$ cat src/rtl/enemy_tally.sv
// -----------------------------------------------------------------------------
// enemy_tally
//
// Counts the enemy planes still alive by scanning a snapshot of the per-plane
// alive mask, one bit per clock. It decodes a visibility-style (thermometer)
// mask back into a plane amount. It also reports whether the mask really was a
// thermometer code, meaning every alive bit is contiguous from bit 0.
//
// Ports
//   clk        in   1         system clock, rising edge
//   resetn     in   1         synchronous active-low reset
//   alive      in   N_PLANES  bit i = 1 -> enemy slot i alive
//   start      in   1         tally request, only honoured in IDLE
//   busy       out  1         high while scanning
//   done       out  1         one-cycle pulse when a result is published
//   count      out  CNT_W     number of ones in the snapshot
//   all_clear  out  1         count == 0
//   thermo_ok  out  1         snapshot == (1 << count) - 1
//
// Optional feature (macro ENEMY_TALLY_AUTO_RESCAN_EN)
//   Adds a registered copy of alive, last_alive. In IDLE, any change of alive
//   starts a scan exactly as start=1 would. Without the macro, scans begin
//   only on start.
//
// Parameter constraint: 2**CNT_W > N_PLANES. With that constraint the
// accumulator cannot wrap.
// -----------------------------------------------------------------------------
//
// state   | meaning
// --------+-------------------------------------------------------------
// IDLE    | waiting for start (or for an alive change, with auto-rescan)
// SCAN    | one snapshot bit consumed per clock, idx 0 .. N_PLANES-1
// DONE    | result published, done high for this single cycle
//
module enemy_tally #(
  parameter int N_PLANES = 10,
  parameter int CNT_W    = 4
) (
  input  logic                clk,
  input  logic                resetn,
  input  logic [N_PLANES-1:0] alive,
  input  logic                start,
  output logic                busy,
  output logic                done,
  output logic [CNT_W-1:0]    count,
  output logic                all_clear,
  output logic                thermo_ok
);

  localparam int IDX_W = (N_PLANES > 1) ? $clog2(N_PLANES) : 1;
  localparam logic [IDX_W-1:0] IDX_LAST = IDX_W'(N_PLANES - 1);

  typedef enum logic [1:0] {
    ST_IDLE = 2'd0,
    ST_SCAN = 2'd1,
    ST_DONE = 2'd2
  } state_t;

  state_t               state, state_nxt;
  logic [N_PLANES-1:0]  snapshot, snapshot_nxt;
  logic [IDX_W-1:0]     idx, idx_nxt;
  logic [CNT_W-1:0]     acc, acc_nxt;
  logic                 seen_zero, seen_zero_nxt;
  logic                 bad, bad_nxt;
  logic                 done_q, done_nxt;
  logic [CNT_W-1:0]     count_q, count_nxt;
  logic                 all_clear_q, all_clear_nxt;
  logic                 thermo_ok_q, thermo_ok_nxt;

  logic                 scan_req;
  logic                 cur_bit;
  logic [CNT_W-1:0]     acc_sum;
  logic                 bad_sum;

`ifdef ENEMY_TALLY_AUTO_RESCAN_EN
  logic [N_PLANES-1:0]  last_alive;

  // last_alive only tracks alive while idle. A change that happens during a
  // scan therefore still shows up as a difference once the FSM is back in IDLE.
  always_ff @(posedge clk) begin
    if (!resetn) begin
      last_alive <= '0;
    end else if (state == ST_IDLE) begin
      last_alive <= alive;
    end
  end

  assign scan_req = start | (alive != last_alive);
`else
  assign scan_req = start;
`endif

  // The bit consumed this cycle, plus the accumulator and shape flag that
  // include it. On the last bit these values are the final result, so they
  // are published straight from here instead of waiting one more cycle.
  assign cur_bit = snapshot[idx];
  assign acc_sum = acc + CNT_W'(cur_bit);
  assign bad_sum = bad | (cur_bit & seen_zero);

  always_comb begin
    state_nxt     = state;
    snapshot_nxt  = snapshot;
    idx_nxt       = idx;
    acc_nxt       = acc;
    seen_zero_nxt = seen_zero;
    bad_nxt       = bad;
    done_nxt      = 1'b0;
    count_nxt     = count_q;
    all_clear_nxt = all_clear_q;
    thermo_ok_nxt = thermo_ok_q;

    case (state)
      ST_IDLE: begin
        if (scan_req) begin
          snapshot_nxt  = alive;
          idx_nxt       = '0;
          acc_nxt       = '0;
          seen_zero_nxt = 1'b0;
          bad_nxt       = 1'b0;
          state_nxt     = ST_SCAN;
        end
      end

      ST_SCAN: begin
        acc_nxt       = acc_sum;
        bad_nxt       = bad_sum;
        seen_zero_nxt = seen_zero | ~cur_bit;
        idx_nxt       = idx + IDX_W'(1);
        if (idx == IDX_LAST) begin
          count_nxt     = acc_sum;
          all_clear_nxt = (acc_sum == '0);
          thermo_ok_nxt = ~bad_sum;
          done_nxt      = 1'b1;
          state_nxt     = ST_DONE;
        end
      end

      ST_DONE: begin
        state_nxt = ST_IDLE;
      end

      default: begin
        state_nxt = ST_IDLE;
      end
    endcase
  end

  always_ff @(posedge clk) begin
    if (!resetn) begin
      state       <= ST_IDLE;
      snapshot    <= '0;
      idx         <= '0;
      acc         <= '0;
      seen_zero   <= 1'b0;
      bad         <= 1'b0;
      done_q      <= 1'b0;
      count_q     <= '0;
      all_clear_q <= 1'b1;
      thermo_ok_q <= 1'b1;
    end else begin
      state       <= state_nxt;
      snapshot    <= snapshot_nxt;
      idx         <= idx_nxt;
      acc         <= acc_nxt;
      seen_zero   <= seen_zero_nxt;
      bad         <= bad_nxt;
      done_q      <= done_nxt;
      count_q     <= count_nxt;
      all_clear_q <= all_clear_nxt;
      thermo_ok_q <= thermo_ok_nxt;
    end
  end

  assign busy      = (state == ST_SCAN);
  assign done      = done_q;
  assign count     = count_q;
  assign all_clear = all_clear_q;
  assign thermo_ok = thermo_ok_q;

endmodule
$ cat config.mk
export PLATFORM = sky130hd
export DESIGN_NAME = enemy_tally
export DESIGN_NICKNAME = d
export VERILOG_FILES = /design/src/rtl/enemy_tally.sv
export SDC_FILE = /design/constraint.sdc
export NUM_CORES = 1
export LEC_CHECK = 0
export ABC_AREA = 1
export CAP_MARGIN = 10
export CORE_ASPECT_RATIO = 1.75
export CORE_UTILIZATION = 56
export CTS_BUF_LIST = sky130_fd_sc_hd__clkbuf_16
export DETAILED_ROUTE_END_ITERATION = 6
export HOLD_SLACK_MARGIN = 0.05
export PLACE_DENSITY = 0.92
export REMOVE_ABC_BUFFERS = 1
export SYNTH_ARGS = -nofsm -noshare
export SYNTH_HDL_FRONTEND = slang
export SYNTH_SLANG_ARGS = --single-unit
$ cat constraint.sdc
create_clock -name clk -period 2.7 [get_ports clk]
set_clock_uncertainty 0.05 [all_clocks]
set_input_delay 0.54 -clock clk [delete_from_list [all_inputs] [get_ports clk]]
set_output_delay 0.54 -clock clk [all_outputs]
set_load 0.01 [all_outputs]
After elaboration in Yosys (flattened, before gate mapping)
Cells that the tools add are included.
- register bits: 29
- input bits: 13
- output and inout bits: 8
- word-level logic and storage cells: 42
- add/subtract/negate cells: 2
- $lt $le $gt $ge: 1
- equality and inequality tests: 4
- muxes and demuxes: 12
- bitwise operators: 5
- reduce and logical (&&, ||, !) cells: 8
- operators with widths (operator ; number):
    $pmux W4 S2 ; 2
    $reduce_and A2 Y1 ; 5
    $lt A4 B5 Y1 const B ; 1
    $add A4 B1 Y4 ; 1
    $add A4 B1 Y4 const B ; 1
    $bmux W1 S4 ; 1
    $eq A4 B4 Y1 const B ; 1
    $logic_not A4 Y1 ; 1
    $mux W2 ; 2
    $mux W4 ; 1
    $pmux W1 S2 ; 2
    $pmux W2 S2 ; 1
    $mux W1 ; 3
    $eq A2 B1 Y1 const B ; 1
    $logic_not A2 Y1 ; 1
    $ne A2 B1 Y1 const B ; 1
    $ne A2 B2 Y1 const B ; 1
    $not A1 Y1 ; 2
    $or A1 B1 Y1 ; 2
    $reduce_bool A2 Y1 ; 1
    $and A1 B1 Y1 ; 1

Logic depth before layout (Yosys ltp)
- word-level depth: 5
- depth in mapped cells: 13

Least setup slack after synthesis
No wires, ideal clock.
- path type: register to register
- start: register idx[0]
- end: register count_q[2] (netlist: count[2])
- setup time: 86 ps
- arrival: 1590 ps
- setup slack: 975 ps
- cell stages (with the launch flop): 12
- buffers on the path: 1
- period minus slack after synthesis: 1725 ps
- cell sequence: dfxtp_1 buf_6 nand2_1 nand3_1 nand3_1 nand3_2 nand2_2 ha_1 ha_1 xor2_1 inv_1 a211oi_1
- word-level cells in the longest chain between the ends: 3
- elaborated cells between the ends (all ways): 5
- ends and longest elaborated chain (what ; RTL line ; source):
    start: declaration ; 61 ; logic [IDX_W-1:0] idx, idx_nxt;
    start signal: assignment ; 163 ; idx <= idx_nxt;
    $bmux W1 S4 ; 96 ; assign cur_bit = snapshot[idx];
    $mux W1 (not written as such) ; 96 ;
    $add A4 B1 Y4 ; 97 ; assign acc_sum = acc + CNT_W'(cur_bit);
    end signal: assignment ; 168 ; count_q <= count_nxt;
    end: declaration ; 66 ; logic [CNT_W-1:0] count_q, count_nxt;
Parallel ways exist; a longest one is shown, timed or not. The select of a mux whose other input is x is not followed.
A chain may end at the register's enable or synchronous reset.

Final worst setup path
Same ends and word-level chain as after synthesis.

==> impl_metrics.ini <==
[sta]
timing.setup.tns_ps = 0
layout_min_cycle_time_ps = 2200
setup_slack_ps = 495
slew_headroom = 0.650
fmax_mhz = 454
rsz0062_at_grt = false
setup_viol = 0
slew_viol_final = 0
period_share = 0.817
hold_slack_ps = 404
finalHoldViolCount = 0
worst_pin_slew_ps = 525

[global_route]
grt_max_degree = 20
grt_use_total = 0.272
antenna_found_initial = 0
overflow = 0
grt_pass1_vias = 1179
grt_pass1_wl_microns = 4800

[cts]
postCtsResizedCells = 0
h-tree-depth = 2
clockBufferDepth = 2
cts_sinks = 29
cts_tree = done
cts_hold_buf = 0
cts_buffers = 5
postCtsSetupRepairBufs = 0
clk_pin_slew_ps = 50
clk_latency_ps = 270
clockRootBuffer = clkbuf_16

[synthesis]
ys_seq_area_frac = 0.430
synth_xor_area_frac = 0.0195
ys_top_cells_by_area = dfxtp_1 (43%), a21oi_1 (6.7%), nand2_1 (6.7%)
netlist_area_sq_um = 1350
synth_warnings = 0
synthAdderAreaFrac = 0.0371
syn_inst = 163
synthMuxAreaShare = 0
async_reset_ff_frac = 0
synth_edf_count = 0
synth_cell_types = 29
synth_top_family_by_area = simple AND/OR/NAND/NOR gates
yosys.area.top_type = dfxtp_1
synth_top_area_frac = 0.430
synth-compound-area-share = 0.160
avgSynthCellArea_sq_um = 8.27
synthFlopType = dfxtp_1
yosysMostFrequentCell = dfxtp_1
yosys.area_share.simple = 0.248
synth_commonest_cells = dfxtp_1 (29), nand2_1 (24), a21oi_1 (18), inv_1 (18), o21ai_0 (14)
ys_ff_latch = 29

[route]
drtIter0Drc = 20
wl_microns = 3080
drt_first_pass_iters = 4
drc_errors = 0
drt-wirelength-per-cell_microns = 14.5
ant_nets = 0
routed_via_density = 5.38
vias = 1140

[power]
total_power_uw = 1080
p_per_area_nw_per_um2 = 642
peakVddDrop_v = 0.000599
p_leak_uw = 0.000693

[critical_path]
critPathArrivalTime_ps = 2350
path_max_fanout = 13
cp-end-kind = flop
cp-start-kind = flop
worstSetupPathType = flop to flop
cp_data_required_time_ps = 2840

[floorplanning]
rows = 23
die_h_microns = 66.9
die_x_microns = 39.1
initial_utilization = 0.593
io_pins = 21
coreArea_sq_um = 2270
die-area_sq_um = 2620

[layout]
drive_gt1_frac = 0.155
n_antenna_cell = 0
area_growth_pct = 25.0
fill_cells = 175
fin_cells = 212
layout.nets = 204

[placement]
dp_hpwl_microns = 2210
io_buffers = 20
dp_cells = 205
gp_congestion = 0.843
pre_cts_slack_ps = 584

[run]
cap_violations = 0

[worst_hold_path]
min_path_type = flop to flop

[outcome]
status = complete, no violations
## path summary, 6_finish.rpt
path              cells past startpoint  slack, ps     endpoint         from
hold reg to reg                       2        400  snapshot[6]  snapshot[6]
setup reg to reg                     11        500     count[2]       idx[0]
hold / removal                        2        400  snapshot[6]  snapshot[6]
setup / recovery                     11        500     count[2]       idx[0]
## final cells by class
cell class,count,area [sq um],share of cell area
Sequential cell,29,581,0.344
Clock inverter,2,7.51,0.00445
Clock buffer,5,125,0.0742
Multi-Input combinational cell,104,627,0.372
Tap cell,25,31.3,0.0186
Inverter,25,98.8,0.0586
Timing Repair Buffer,22,215,0.128
## critical path: stages, from the launching register on
cell,delay [ps]
dfxtp_1,540
inv_1,160
nand2_1,90
nand3_1,70
nand3_1,130
nand3_2,90
nand2_2,90
ha_1,190
ha_1,200
xor2_1,220
inv_1,90
a211oi_1,190
## logic make-up after synthesis
family	after synthesis
XOR/XNOR	3
AO/OA/AOI/OAI	39
buffers and inverters	30
adder cells (fa/ha/maj)	4
flip-flops	29
AND/OR/NAND/NOR	58
## per-layer routing
layer	routed length, microns	global-route usage
met5	0	0
met1	1060	0.223
met2	1720	0.506
met3	150	0.0867
met4	140	0.168
## power by group
part	internal [uW]	total [uW]	switching [uW]
clock	328	506	178
sequential	448	460	11.9
combinational	46.8	117	69.7
total	822	1080	260
## state kept, by name, summed over array words and instances (netlist names)
signal,flops
acc,4
all_clear,1
bad,1
count,4
done,1
idx,4
seen_zero,1
snapshot,10
state,2
thermo_ok,1
## metrics by stage
step                      utilization  area [sq um]
after floorplan                     -          1310
after global placement          0.683          1550
after detailed placement        0.683          1550
after CTS                       0.741          1690
after global routing            0.741          1690
final                           0.741          1690
## layout by cell type, fill, tap and decap left out, drive strengths merged
master | synthesis | layout
a211oi | 1 | 1
o21ai | 16 | 16
or2 | 1 | 1
nand3 | 12 | 12
nor3 | 1 | 1
buf | 4 | 2
nand2 | 26 | 26
nor2 | 15 | 15
nand4 | 3 | 3
o211ai | 2 | 2
xnor2 | 1 | 1
ha | 4 | 4
xor2 | 2 | 2
o31ai | 1 | 1
dfxtp | 29 | 29
clkbuf | 1 | 5
a21oi | 19 | 19
clkdlybuf4s50 | 0 | 20
clkinv | 0 | 1
inv | 25 | 26
Note: power is estimated with default switching activity, not from simulation.
